### src/rtl/cnn_pkg.sv
// Shared definitions for the CNN streaming stages.
//   PIX_W / FMAP_W / FMAP_H : default pixel width and feature-map size
//   pix_t                   : one pixel
//   max2()                  : larger of two pixels, signed or unsigned compare
package cnn_pkg;

  localparam int PIX_W  = 16;
  localparam int FMAP_W = 6;
  localparam int FMAP_H = 6;

  typedef logic [PIX_W-1:0] pix_t;

  function automatic pix_t max2(input pix_t a, input pix_t b, input logic is_signed);
    logic a_gt;
    if (is_signed) a_gt = ($signed(a) > $signed(b));
    else           a_gt = (a > b);
    return a_gt ? a : b;
  endfunction

endpackage

### src/rtl/maxpool2x2_stream_if.sv
// Valid/ready pixel stream with an end-of-frame marker.
//   valid : producer has a pixel
//   ready : consumer takes it this cycle
//   data  : pixel
//   last  : final pixel of the frame
interface maxpool2x2_stream_if
  import cnn_pkg::*;
#(
  parameter int DATA_W = PIX_W
);
  logic              valid;
  logic              ready;
  logic [DATA_W-1:0] data;
  logic              last;

  modport master (output valid, output data, output last, input ready);
  modport slave  (input valid, input data, input last, output ready);
endinterface

### src/rtl/maxpool_linebuf.sv
// Half-row buffer holding the horizontal pair maxima of the previous even row.
//   clk     : clock
//   wr_en   : write wr_data at wr_addr
//   wr_addr : pair index (col >> 1)
//   wr_data : pair maximum
//   rd_addr : pair index to read
//   rd_data : combinational read data
// Contents are not reset; every entry is rewritten before it is read in a frame.
module maxpool_linebuf #(
  parameter int DATA_W = 16,
  parameter int DEPTH  = 3,
  parameter int AW     = 2
) (
  input  logic              clk,
  input  logic              wr_en,
  input  logic [AW-1:0]     wr_addr,
  input  logic [DATA_W-1:0] wr_data,
  input  logic [AW-1:0]     rd_addr,
  output logic [DATA_W-1:0] rd_data
);

  logic [DATA_W-1:0] mem [DEPTH];

  always_ff @(posedge clk) begin
    if (wr_en) mem[wr_addr] <= wr_data;
  end

  assign rd_data = mem[rd_addr];

endmodule

### src/rtl/maxpool2x2_stream.sv
// Streaming 2x2 stride-2 max-pool over one raster-order feature map.
//   clk       : clock
//   rst       : synchronous active-high reset
//   px        : input pixel stream (slave)
//   pool      : pooled pixel stream (master), one output register
//   frame_err : sticky, set when px.last disagrees with the pixel position
module maxpool2x2_stream
  import cnn_pkg::*;
#(
  parameter int DATA_W = PIX_W,
  parameter int IMG_W  = FMAP_W,
  parameter int IMG_H  = FMAP_H,
  parameter bit SIGNED = 1'b1
) (
  input  logic                        clk,
  input  logic                        rst,
  maxpool2x2_stream_if.slave          px,
  maxpool2x2_stream_if.master         pool,
  output logic                        frame_err
);

  localparam int CW = $clog2(IMG_W);
  localparam int RW = $clog2(IMG_H);
  localparam int AW = (IMG_W > 2) ? $clog2(IMG_W / 2) : 1;
  localparam logic [CW-1:0] COL_LAST = CW'(IMG_W - 1);
  localparam logic [RW-1:0] ROW_LAST = RW'(IMG_H - 1);

  logic [CW-1:0] col;
  logic [RW-1:0] row;
  pix_t          hold;
  pix_t          pair_max;
  pix_t          rowbuf_rd;
  pix_t          win_max;
  logic          accept;
  logic          at_end;
  logic          rowbuf_we;
  logic [AW-1:0] rowbuf_addr;
  logic          out_valid;
  pix_t          out_data;
  logic          out_last;

  // Output slot is free when empty or draining this cycle, so load and drain may overlap.
  assign px.ready    = ~rst & (~out_valid | pool.ready);
  assign accept      = px.valid & px.ready;
  assign at_end      = (row == ROW_LAST) && (col == COL_LAST);
  assign rowbuf_addr = AW'(col >> 1);
  assign pair_max    = max2(hold, px.data, SIGNED);
  assign win_max     = max2(rowbuf_rd, pair_max, SIGNED);
  assign rowbuf_we   = accept & col[0] & ~row[0];

  maxpool_linebuf #(
    .DATA_W (DATA_W),
    .DEPTH  (IMG_W / 2),
    .AW     (AW)
  ) u_linebuf (
    .clk     (clk),
    .wr_en   (rowbuf_we),
    .wr_addr (rowbuf_addr),
    .wr_data (pair_max),
    .rd_addr (rowbuf_addr),
    .rd_data (rowbuf_rd)
  );

  // An early last resyncs to a frame start; a missing last only flags and wraps normally.
  always_ff @(posedge clk) begin
    if (rst) begin
      col       <= '0;
      row       <= '0;
      frame_err <= 1'b0;
    end else if (accept) begin
      if (px.last && !at_end) begin
        col       <= '0;
        row       <= '0;
        frame_err <= 1'b1;
      end else begin
        if (!px.last && at_end) frame_err <= 1'b1;
        if (col == COL_LAST) begin
          col <= '0;
          row <= (row == ROW_LAST) ? '0 : row + RW'(1);
        end else begin
          col <= col + CW'(1);
        end
      end
    end
  end

  always_ff @(posedge clk) begin
    if (accept && !col[0]) hold <= px.data;
  end

  always_ff @(posedge clk) begin
    if (rst) begin
      out_valid <= 1'b0;
      out_data  <= '0;
      out_last  <= 1'b0;
    end else if (accept && col[0] && row[0]) begin
      out_valid <= 1'b1;
      out_data  <= win_max;
      out_last  <= at_end;
    end else if (pool.ready) begin
      out_valid <= 1'b0;
    end
  end

  assign pool.valid = out_valid;
  assign pool.data  = out_data;
  assign pool.last  = out_last;

endmodule
### src/flat_wrapper.sv
// flat-port wrapper written by rule: the top's interface ports become plain ports
module maxpool2x2_stream_flat import cnn_pkg::*;
#(
  parameter int DATA_W = PIX_W,
  parameter int IMG_W  = FMAP_W,
  parameter int IMG_H  = FMAP_H,
  parameter bit SIGNED = 1'b1
)
  (clk, rst, frame_err, px_valid, px_data, px_last, px_ready, pool_valid, pool_data, pool_last, pool_ready);
  maxpool2x2_stream_if #(.DATA_W(DATA_W)) px_i ();
  maxpool2x2_stream_if #(.DATA_W(DATA_W)) pool_i ();
  input  logic clk;
  input  logic rst;
  output logic frame_err;
  input wire logic [$bits(px_i.valid)-1:0] px_valid;
  input wire logic [$bits(px_i.data)-1:0] px_data;
  input wire logic [$bits(px_i.last)-1:0] px_last;
  output wire logic [$bits(px_i.ready)-1:0] px_ready;
  output wire logic [$bits(pool_i.valid)-1:0] pool_valid;
  output wire logic [$bits(pool_i.data)-1:0] pool_data;
  output wire logic [$bits(pool_i.last)-1:0] pool_last;
  input wire logic [$bits(pool_i.ready)-1:0] pool_ready;
  assign px_i.valid = px_valid;
  assign px_i.data = px_data;
  assign px_i.last = px_last;
  assign px_ready = px_i.ready;
  assign pool_valid = pool_i.valid;
  assign pool_data = pool_i.data;
  assign pool_last = pool_i.last;
  assign pool_i.ready = pool_ready;
  maxpool2x2_stream #(.DATA_W(DATA_W), .IMG_W(IMG_W), .IMG_H(IMG_H), .SIGNED(SIGNED)) u_core (.clk(clk), .rst(rst), .px(px_i), .pool(pool_i), .frame_err(frame_err));
endmodule
### config.mk
export PLATFORM = sky130hd
export DESIGN_NAME = maxpool2x2_stream_flat
export DESIGN_NICKNAME = d
export VERILOG_FILES = /design/src/rtl/cnn_pkg.sv /design/src/rtl/maxpool2x2_stream_if.sv /design/src/rtl/maxpool_linebuf.sv /design/src/rtl/maxpool2x2_stream.sv /design/src/flat_wrapper.sv
export SDC_FILE = /design/constraint.sdc
export NUM_CORES = 1
export LEC_CHECK = 0
export ABC_AREA = 1
export CORE_MARGIN = 2
export CORE_UTILIZATION = 35
export CTS_CLUSTER_SIZE = 20
export DETAILED_ROUTE_END_ITERATION = 12
export PLACE_DENSITY_LB_ADDON = 0.2
export SYNTH_ARGS = -nofsm -noshare
export SYNTH_HDL_FRONTEND = slang
export SYNTH_HIERARCHICAL = 1
export SYNTH_SLANG_ARGS = --single-unit
### constraint.sdc
create_clock -name clk -period 6 [get_ports clk]
set_clock_uncertainty 0.2 [all_clocks]
set_input_delay 1.2 -clock clk [delete_from_list [all_inputs] [get_ports clk]]
set_output_delay 1.2 -clock clk [all_outputs]
set_load 0.05 [all_outputs]
# ---- Yosys cells after proc, flatten, opt, wreduce, memory -nomap -nowiden
# Memories as Yosys holds them, arrays and structs flattened. A register that Yosys moved wholly into a read port is not among the register bits.
# Cells that the tools add are included.
# Widths: inputs -> output; s select.
dict set report word_totals {
  reg_bits 41
  ramBits 48
  output_inout_bits 20
  word_cells 51
  memories 1
}
dict set report classes {
  n_addsub 2
  order_cmp 2
  eq_ne 2
  n_mux 15
  bitwise_logic 8
  n_reduce_logical 14
}
# memory depth word_bits rd rd_clocked_by_memory_dff wr line
set mem_list {}
lappend mem_list {u_core.u_linebuf.mem 3 16 1 1 1 maxpool_linebuf.sv:22} ;# logic [DATA_W-1:0] mem [DEPTH];
# cell count
set op_table {}
lappend op_table {{$gt 16x16->1} 2}
lappend op_table {{$mux 16} 2}
lappend op_table {{$mux 3} 5}
lappend op_table {{$add 3x1->3 const B} 2}
lappend op_table {{$eq 3x3->1 const B} 2}
lappend op_table {{$logic_and 1x1->1} 6}
lappend op_table {{$mux 1} 6}
lappend op_table {{$reduce_bool 2->1} 3}
lappend op_table {{$and 1x1->1} 4}
lappend op_table {{$mux 2} 2}
lappend op_table {{$reduce_and 2->1} 2}
lappend op_table {{$logic_not 1->1} 3}
lappend op_table {{$not 1->1} 3}
lappend op_table {{$or 1x1->1} 1}

# ---- Logic depth before layout (Yosys ltp)
dict set report depth {
  depth_word 8
  mapped_depth 33
  depth_no_buf 31
}

# ---- Hierarchy
# The synthesis kept the hierarchy.
# module instances cells_each area_each_um2 seq_area_each_um2
set modules_own_cells {}
lappend modules_own_cells {maxpool2x2_stream 1 420 3191.8 980.9}
lappend modules_own_cells {maxpool_linebuf 1 173 1971.9 1441.4}

# ---- Least setup slack after synthesis
# No wires, ideal clock.
dict set report synth_timing {
  path_type {input to register}
  startpoint {input port px_data[15]}
  endpoint {register u_core.out_data[0] (netlist: u_core/pool.data[0])}
  setup_ns 0.139
  arrival_time_ns 3.988
  t_required_ns 5.661
  setup_slack_ns 1.673
  stages 24
  path_buffers 2
  path_cell_list {inv_1 > ha_1 > a21oi_1 > o21ai_1 > a21oi_2 > nand3_2 > nand3_4 > buf_12 > nand2_4 > nand2_1 > inv_1 > ha_1 > a21o_1 > nor2_1 > nand2_1 > nand2_1 > nand2_1 > nand2_2 > buf_2 > nand4_1 > nand2_1 > clkinv_1 > nand2_1 > a21oi_2}
}
dict set report synth_between {
  elab_chain_cells 4
}
# element line
set synth_lines {}
lappend synth_lines {{start, declared} flat_wrapper.sv:16} ;# input wire logic [$bits(px_i.data)-1:0] px_data;
lappend synth_lines {{$gt 16x16->1} cnn_pkg.sv:15} ;# if (is_signed) a_gt = ($signed(a) > $signed(b));
lappend synth_lines {{$mux 16} cnn_pkg.sv:17} ;# return a_gt ? a : b;
lappend synth_lines {{named net u_core.pair_max[7]} maxpool2x2_stream.sv:31} ;# pix_t pair_max;
lappend synth_lines {{$gt 16x16->1} cnn_pkg.sv:15}
lappend synth_lines {{$mux 16} cnn_pkg.sv:17}
lappend synth_lines {{end signal, assigned} maxpool2x2_stream.sv:98} ;# out_data <= win_max;
lappend synth_lines {{end, declared} maxpool2x2_stream.sv:39} ;# pix_t out_data;
# The timed path passes the listed nets, and every way through them passes these cells.
# A chain may end at the register's enable or synchronous reset.

# ---- Worst setup path in the final report
dict set report layout_timing {
  startpoint {input port px_data[9]}
  endpoint {register u_core.out_data[12] (netlist: u_core/pool.data[12])}
}
# The elaborated chain is that of the path after synthesis.

==> run metrics <==
outcome completed; Residual DRC 0; die area roughly 0.016 sq mm; Final Net Count about 690; initial core utilization 35.66%; maximum VDD drop 0.1239 mV; sequential fraction of the synthesis area ~47%; final wirelength 11620 microns; final setup vio count 0; worst-path cell chain clkdlybuf4s50_1 > inv_1 > ha_1 > nand2_1 > nand2_1 > nand3_1 > nand2_1 > a21oi_2 > nand3_2 > nand3_4 > nand2_1 > nand2_1 > inv_1 > ha_1 > a21oi_1 > a21oi_1 > nor2_1 > nand3_2 > nand3_4 > nand3_1 > nand2_1 > a21oi_1; area delta synth->final 15.99%; distinct cell type count of the synthesized netlist 35; Clock Tree Buf Depth 2; core area 0.01448 sq mm; Clock Root Buffer clkbuf_16; worst endpoint data arrival time 5.53 ns; Synth Flop Type edfxtp_1; worst-path fanout max 17; number of diodes 0; Via density roughly 4.7; RSZ-0062 raised after global routing no; Pleak 2.761 nW; IO Port Bufs 40; Pre-antenna DRT Iters 4; IO Count 41; Fin. Hold Viols 0; Syn Nets 647; WL per Instance about 14 microns; Crit Path Class in -> reg; vias 3873; Syn Inst Count approximately 590; setup TNS 0 ns; Routed Antenna Nets 0; Yosys Warn Count 6; Post-Syn Area per Cell 8.708 sq um; Hold Path Class reg -> reg; number of buffers created by CTS 9; crit path launch type input port; CTS tree done; Overflow after GRT 0; Post-synth EDFFs between 60 and 70; Synth Register Bits 89; Crit path largest cell delay ~0.57 ns; utilization after layout 41.37%; synthesized area between 0.005 and 0.006 sq mm; Buf+Inv Stages, Crit Path 3; initial antenna violation count 0; Tcrit/Tclk final ~92%; RePlAce Congestion 0.8630; vias in the first global route 3793; ys async rst share 0%; Setup crit end kind flip-flop; cell family with most CP delay simple AND/OR/NAND/NOR gates; Tot GR Track Use roughly 16%; worst path required time 6.02 ns; largest net degree at the start of global routing 25; setup repair bufs after CTS 0; pwr dens 238.6 mW/mm^2; Die W 125.5 microns; clock sink total 89; Resized cells post-CTS 0; Slew Limit Fails 0; Max Freq 181.6 MHz; clk_lat worst skew 0.34 ns; Die Y ~130 microns; clock edge transition at the registers on the reported setup and hold paths 0.07 ns; max_cap viols 0; share of cells above drive strength 1 11.91%; Critical Path Most Common Cell nand2_1; Hold Buf Count CTS 0; first-pass GRT wire length 19620 microns; Worst path slowest cell clkdlybuf4s50_1; Worst-Margin Slew between 0.9 and 1 ns; max_slew headroom a little over a third; H-tree Lvls 3; Rows 44; HPWL after detailed placement 8669 microns; Period minus WS final 5.506 ns; 1st-iter DRT viols 270
==> kinds of logic after synthesis <==
family / Yosys count / synth area share [%]
and+or+nand+nor: 289 / 28.01
buffers and inverters: 136 / 11.24
DFF: 89 / 46.91
AOI/OAI and AO/OA: 46 / 5.839
adders and majority gates: 33 / 7.996
==> report_power, final <==
part | total, mW | internal, mW | switching [mW]
logic | 0.236 | 0.0809 | 0.155
registers | 0.683 | 0.678 | 0.00549
clock network | 0.510 | 0.278 | 0.232
total | 1.43 | 1.04 | 0.392
==> through the flow <==
stage | cells | hold WS, ns | worst slack (ns) | area, sq um | total power, mW
floorplan | 593 | 0.2637 | 1.673 | 5164 | 0.8732
global placement | 806 | 0.2543 | 0.1995 | 5724 | 0.9252
detailed placement | 806 | 0.2582 | 0.1373 | 5724 | 0.9325
CTS | 822 | 0.2749 | 0.5006 | 5989 | 1.445
global route | 822 | 0.2985 | 0.08961 | 5989 | 1.503
finish | 822 | 0.2696 | 0.4936 | 5989 | 1.429
==> cell usage in the layout (no fill, tap or decap) <==
master             n
nor2_4             1
a21o_1             2
inv_4              2
clkinv_4           1
nor3b_2            1
a31oi_1            2
clkbuf_1           1
nor3_1             3
buf_4              7
o21ai_1            1
nand4_1           36
edfxtp_1          64
inv_2              1
o211ai_1           1
o21a_1             2
nor3_4             1
o221a_2            1
inv_1            114
clkinv_2           4
a211oi_1           2
nand3_1           25
a21oi_2           12
ha_1              33
clkinvlp_4         1
nand2_2            8
nand3_2           13
nor2_1            22
clkbuf_16          9
o21ai_0            3
nand2_4           11
clkinv_1           1
clkdlybuf4s50_1   40
nor3_2             1
nand2_1          165
a21oi_1           20
dfxtp_1           25
nand3_4            2
==> layer usage <==
layer	vias to the layer above	global-route usage (%)	share of wire, %
met5	-	0	0
met4	0	6.144	1.9
met3	14	1.883	2.8
met2	55	25.09	46
met1	1798	21.30	49
li1	2006	-	-
==> sequential cells by signal, indices dropped and copies added (netlist names) <==
register / count
u_core/col: 3
u_core/frame_err: 1
u_core/hold: 16
u_core/pool.data: 16
u_core/pool.last: 1
u_core/pool.valid: 1
u_core/row: 3
u_core/u_linebuf/mem: 48
==> cell usage after synthesis, types with 3 or more instances <==
library cell | number | area share [%]
a21oi_1 | 20 | 1.9
a21oi_2 | 12 | 2.0
buf_2 | 6 | 0.58
buf_4 | 5 | 0.73
buf_6 | 3 | 0.65
dfxtp_1 | 25 | 9.7
edfxtp_1 | 64 | 37
ha_1 | 33 | 8.0
inv_1 | 114 | 8.3
nand2_1 | 165 | 12
nand2_2 | 8 | 0.97
nand2_4 | 11 | 2.4
nand3_1 | 25 | 2.4
nand3_2 | 13 | 2.5
nand4_1 | 36 | 4.4
nor2_1 | 22 | 1.6
nor3_1 | 4 | 0.39
o21ai_0 | 3 | 0.29
==> layout make-up <==
class	count	area, sq um
Clock buffer	10	229.0
Clock inverter	6	36.28
Fill cell	1444	8489
Inverter	118	447.9
Multi-Input combinational cell	368	2171
Sequential cell	89	2422
Tap cell	184	230.2
Timing Repair Buffer	47	452.9
==> final timing paths <==
check / endpoint / startpoint / depth (start not counted) / slack [ns]
hold / removal: u_core/frame_err / u_core/frame_err / 1 / 0.27
setup reg to reg: u_core/pool.data[12] / u_core/hold[15] / 18 / 1.56
hold reg to reg: u_core/frame_err / u_core/frame_err / 1 / 0.27
setup / recovery: u_core/pool.data[12] / px_data[9] / 22 / 0.49
No activity file was read; power rests on OpenSTA's default activity.
==> variant 1: new RTL, same flow settings <==
Register the output `frame_err` once more, with the module's reset; this adds one clock of latency there. The other outputs are not delayed to match.
--- a/src/rtl/maxpool2x2_stream.sv
+++ b/src/rtl/maxpool2x2_stream.sv
@@ -24,6 +24,8 @@
   localparam int AW = (IMG_W > 2) ? $clog2(IMG_W / 2) : 1;
   localparam logic [CW-1:0] COL_LAST = CW'(IMG_W - 1);
   localparam logic [RW-1:0] ROW_LAST = RW'(IMG_H - 1);
+
+  logic frame_err_s0;
 
   logic [CW-1:0] col;
   logic [RW-1:0] row;
@@ -66,14 +68,14 @@
     if (rst) begin
       col       <= '0;
       row       <= '0;
-      frame_err <= 1'b0;
+      frame_err_s0 <= 1'b0;
     end else if (accept) begin
       if (px.last && !at_end) begin
         col       <= '0;
         row       <= '0;
-        frame_err <= 1'b1;
+        frame_err_s0 <= 1'b1;
       end else begin
-        if (!px.last && at_end) frame_err <= 1'b1;
+        if (!px.last && at_end) frame_err_s0 <= 1'b1;
         if (col == COL_LAST) begin
           col <= '0;
           row <= (row == ROW_LAST) ? '0 : row + RW'(1);
@@ -106,4 +108,12 @@
   assign pool.data  = out_data;
   assign pool.last  = out_last;
 
+  always_ff @(posedge clk) begin
+    if (rst) begin
+      frame_err <= '0;
+    end else begin
+      frame_err <= frame_err_s0;
+    end
+  end
+
 endmodule
Formal check against the unedited RTL: not equivalent (Yosys sat finds a counterexample within 4 cycles, from zero or initial values and one cycle with rst high).
==> variant 1 against the unedited design <==
Combinational power decreased by 7%; count of clock-buffer cells in the layout increased by 3; sequential share of layout area increased by 0.65 points; final area decreased by 0.77%; sequential cell count increased by 1; synthesized area decreased by 2.1%; setup slack improved by 0.48 ns; total power increased by 5.3%; via count decreased by 0.10%; routed wire length decreased by 2.9%; final cell count unchanged; non-clock buffer count increased by 2; largest power group unchanged.
==> variant 1: results (changes against the unedited design) <==
- Non-filler cells in the finished layout: 822 (unchanged)
- Commonest cells in the synthesized netlist: nand2_1 (167), inv_1 (114), edfxtp_1 (64) (was nand2_1 (165), inv_1 (114), edfxtp_1 (64))
- Crit path largest cell delay: 0.52 ns (was 0.57 ns)
- Critical register-to-register path endpoint: u_core/pool.data[3] (was u_core/pool.data[12])
- Net Count, Synth: 649 (was 647)
- Register bank with the most flops: u_core/u_linebuf/mem (unchanged)
- Origin of the critical flop-to-flop path: u_core/hold[7] (was u_core/hold[15])
- Synthesized instance count: 595 (was 593)
- H-Tree Depth: 3 (unchanged)
- Arrival time at the worst endpoint: 5.04 ns (was 5.53 ns)
- N_diodes: 0 (unchanged)
- Number of cells on the worst reg-to-reg path: 21 (was 18)
- Post-detailed-route wirelength per cell: 13.7 um (was 14.1 um)
- Routed vias/inst: 4.71 (about the same)
- Min Hold Slack: 0.239 ns (was 0.270 ns)
- Hold worst-path end: u_core/frame_err (unchanged)
- Leakage power of the design: 2.73 nW (was 2.76 nW)
- Setup slack of the most critical reg-to-reg path: 2.00 ns (was 1.56 ns)
- Clk slew on worst S/H paths: 0.06 ns
- Number of distinct library cells after synthesis: 35 (unchanged)
- Latest clock arrival within the worst-skew pair: 0.33 ns
- Worst setup timing slack at the placement stage: 0.600 ns (was 0.137 ns)
- Number of instances on the worst hold path: 2 (was 1)
- Path type of the worst min-delay path: register to register (unchanged)
- Number of global-route vias before repair: 3716 (was 3793)
- Final net count: 691 (was 687)
- Total routing resource utilization after global routing: 0.156 (was 0.155)
- Number of buffers created by CTS: 9 (unchanged)
- Initial antenna violation count: 0 (unchanged)
- First-pass GRT wire length: 18400 um (was 19600 um)
- CTS Root Cell: clkbuf_16 (unchanged)
- Register area share after synthesis: 0.483 (was 0.469)
- Top cells by area in the synthesized netlist: edfxtp_1 (38%), nand2_1 (12%), dfxtp_1 (10%) (was edfxtp_1 (37%), nand2_1 (12%), dfxtp_1 (9.7%))
- Number of input and output port buffers inserted: 40 (unchanged)
- Post-detail-place hpwl: 8480 um (was 8670 um)
- Async S/R FF share, synth: 0 (unchanged)
- Maximum VDD drop: 0.130 mV (was 0.124 mV)
- Violation count after the first detailed-routing iteration: 232 (was 270)
- Fraction of layout cells with a size suffix above 1: 0.0903 (was 0.119)
- Longest Clk Path Bufs: 2 (unchanged)
- Pin count of the biggest net entering global routing: 25 (unchanged)
- Least-Margin Pin Slew: 0.947 ns (was 0.961 ns)
- Setup fix buffers added after clock tree synthesis: 0 (unchanged)
- Hold path start: u_core/frame_err_s0 (was u_core/frame_err)
- CP max stage cell: clkdlybuf4s50_1 (unchanged)
- DRT Pass-1 Iters: 4 (unchanged)
- Number of warning messages in the yosys log: 6 (unchanged)
- Top_reg_cell synth: edfxtp_1 (unchanged)
- Number of enable-type register cells in the synthesized netlist: 64 (unchanged)
- Gpl congestion: 0.854 (was 0.863)
- Outcome: finished clean (unchanged)
- Count of instances resized after the clock tree is built: 0 (unchanged)
- Highest net fanout along the worst path: 17 (unchanged)
- Number of placed instances with taps included: 806 (unchanged)
## variant 1: report_power, final
| group | switching, mW | total, mW | internal, mW |
|---|---|---|---|
| sequential | 0.00532 | 0.690 | 0.685 |
| combinational | 0.143 | 0.219 | 0.0760 |
| clock | 0.220 | 0.595 | 0.375 |
| total | 0.368 | 1.50 | 1.14 |
## variant 1: metrics by stage
step | util | instance area (um2)
global placement | 0.402 | 5630
detailed placement | 0.402 | 5630
floorplan | - | 5050
global route | 0.425 | 5940
finish | 0.425 | 5940
CTS | 0.425 | 5940
## variant 1: worst reg2reg max path, stage by stage, from the launching register on
cell and delay (ns):
edfxtp_1 0.40, ha_1 0.32, nand2_1 0.07, nor2_1 0.21, nand2_1 0.08, nand2_1 0.10, nand2_2 0.07, nand2_2 0.08
nand2_4 0.13, nand3_4 0.23, nand2_1 0.12, nand2_1 0.15, inv_1 0.07, ha_1 0.32, a21oi_1 0.16, a21oi_1 0.09
nor2_1 0.16, nand3_2 0.32, nand3_4 0.32, nand3_1 0.14, nand2_1 0.09, a21oi_1 0.06
## variant 1: final cells by class
cell class              count  area, um2
fillers                  1409       8050
flip-flops and latches     90       2440
multi-input cells         368       2040
repair buffers             49        468
inverters                 119        452
clock buffers              13        250
well taps                 180        225
clock inverters             3       63.8
## variant 1: how the worst max path moves through the flow
| stage | from | to | slack (ns) | cells past startpoint |
|---|---|---|---|---|
| after floorplan | px_data[15] | u_core/pool.data[1] | 1.71 | 24 |
| after global placement | px_data[7] | u_core/pool.data[15] | 0.68 | 23 |
| after detailed placement | px_data[7] | u_core/pool.data[15] | 0.60 | 23 |
| after CTS | px_data[7] | u_core/pool.data[15] | 0.94 | 23 |
| after global routing | px_data[3] | u_core/pool.data[15] | 0.60 | 23 |
| final | px_data[7] | u_core/pool.data[3] | 0.97 | 23 |
## variant 1: cells by family (layout without fill, tap and decap cells)
kind of cell | after synthesis | in the layout | share of synthesized area
and+or+nand+nor | 289 | 289 | 0.265
buffers and inverters | 137 | 184 | 0.115
DFF | 90 | 90 | 0.483
AOI/OAI and AO/OA | 46 | 46 | 0.0549
adders and majority gates | 33 | 33 | 0.0817
## variant 1: layer usage
metal | wire length (um) | global-route usage
met1 | 5490 | 0.213
met2 | 5240 | 0.250
met3 | 342 | 0.0220
met4 | 206 | 0.0632
met5 | 0 | 0
==> variant 2: new RTL, same settings <==
Made on the original files. `FMAP_H`: 6 -> 5.
--- a/src/rtl/cnn_pkg.sv
+++ b/src/rtl/cnn_pkg.sv
@@ -6,7 +6,7 @@
 
   localparam int PIX_W  = 16;
   localparam int FMAP_W = 6;
-  localparam int FMAP_H = 6;
+  localparam int FMAP_H = 5;
 
   typedef logic [PIX_W-1:0] pix_t;
 
Check against the original RTL: same outputs for any inputs over 10 cycles, from zero or initial values and one cycle with rst high; that may be too few to reach the edited logic, so the function may still have changed.
==> variant 2 against the unedited design <==
Total power increased by 6.3%; critical path depth increased by 1; count of clock-buffer cells in the layout stayed put; combinational power down 5%; setup slack improved by 0.36 ns; routed wire length is 1.8% lower; final area increased by 0.29%; clock power increased by 20%; synthesized cell count rose by 0.51%; sequential share of layout area fell by 0.12 points; sequential cell count unchanged; synthesized area decreased by 0.85%; critical path type unchanged; critical endpoint is now u_core/pool.data[13]; largest cell class unchanged.
==> variant 2: results (changes against the unedited design) <==
- Crit path largest cell delay: 0.52 ns (was 0.57 ns)
- Number of instances on the worst hold path: 2 (was 1)
- Grt met3 use: 0.0252 (was 0.0188)
- Routed vias/inst: 4.68 (was 4.71)
- First-pass GRT wire length: 18700 um (was 19600 um)
- Finished Core Util: 0.416 (was 0.414)
- Commonest cells in the synthesized netlist: nand2_1 (172), inv_1 (113), edfxtp_1 (64) (was nand2_1 (165), inv_1 (114), edfxtp_1 (64))
- Number of inserted filler cells in the final layout: 1459 (was 1444)
- Total Power: 1.52 mW (was 1.43 mW)
- FF+latch count: 89 (unchanged)
- Final net count: 694 (was 687)
- Achievable clock frequency: 0.194 GHz (was 0.182 GHz)
- Total met3 wirelength after detailed routing: 324 um (was 326 um)
- Number of placed instances with taps included: 811 (was 806)
- GRT met1 Usage: 0.202 (was 0.213)
- Net Count, Synth: 652 (was 647)
- Signal buf overhead: 0.0779 (was 0.0756)
- Maximum VDD drop: 0.129 mV (was 0.124 mV)
- Arrival time at the worst endpoint: 5.16 ns (was 5.53 ns)
- Leakage power of the design: 2.75 nW (was 2.76 nW)
- Post-detailed-route wirelength per cell: 13.8 um (was 14.1 um)
- Aggregate routed wire length: 11400 um (was 11600 um)
- Top cells by area in the synthesized netlist: edfxtp_1 (38%), nand2_1 (13%), dfxtp_1 (9.8%) (was edfxtp_1 (37%), nand2_1 (12%), dfxtp_1 (9.7%))
- Total routing resource utilization after global routing: 0.149 (was 0.155)
- Number of global-route vias before repair: 3770 (was 3793)
- Outcome: finished clean (unchanged)
- Multi-input logic portion of the cell area: 0.353 (was 0.362)
- Met2 wire len: 5300 um (was 5390 um)
==> variant 2: cell count changes in the layout (fill, tap and decap cells not counted), sizes merged, moves of 2 or more <==
cell      change
nand2         +2
buf           +2
clkinvlp      +2
a21oi         +3
bufinv        +2
ha            +2
clkinv        -6
a211oi        -2
==> variant 2: path summary, 6_finish.rpt <==
kind / start / endpoint
worst max register to register: u_core/hold[7] / u_core/pool.data[13]
worst max-delay path: px_data[7] / u_core/pool.data[13]
worst min-delay path: u_core/pool.data[11] / u_core/pool.data[11]
worst min register to register: u_core/pool.data[11] / u_core/pool.data[11]
==> variant 2: cells by family (layout without fill, tap and decap cells) <==
group | count (synthesis) | count (layout) | share of synthesized area
simple gates | 289 | 289 | 0.267
buf+inv | 135 | 182 | 0.114
flops | 89 | 89 | 0.473
compound gates | 48 | 48 | 0.0604
fa+ha+maj | 35 | 35 | 0.0855
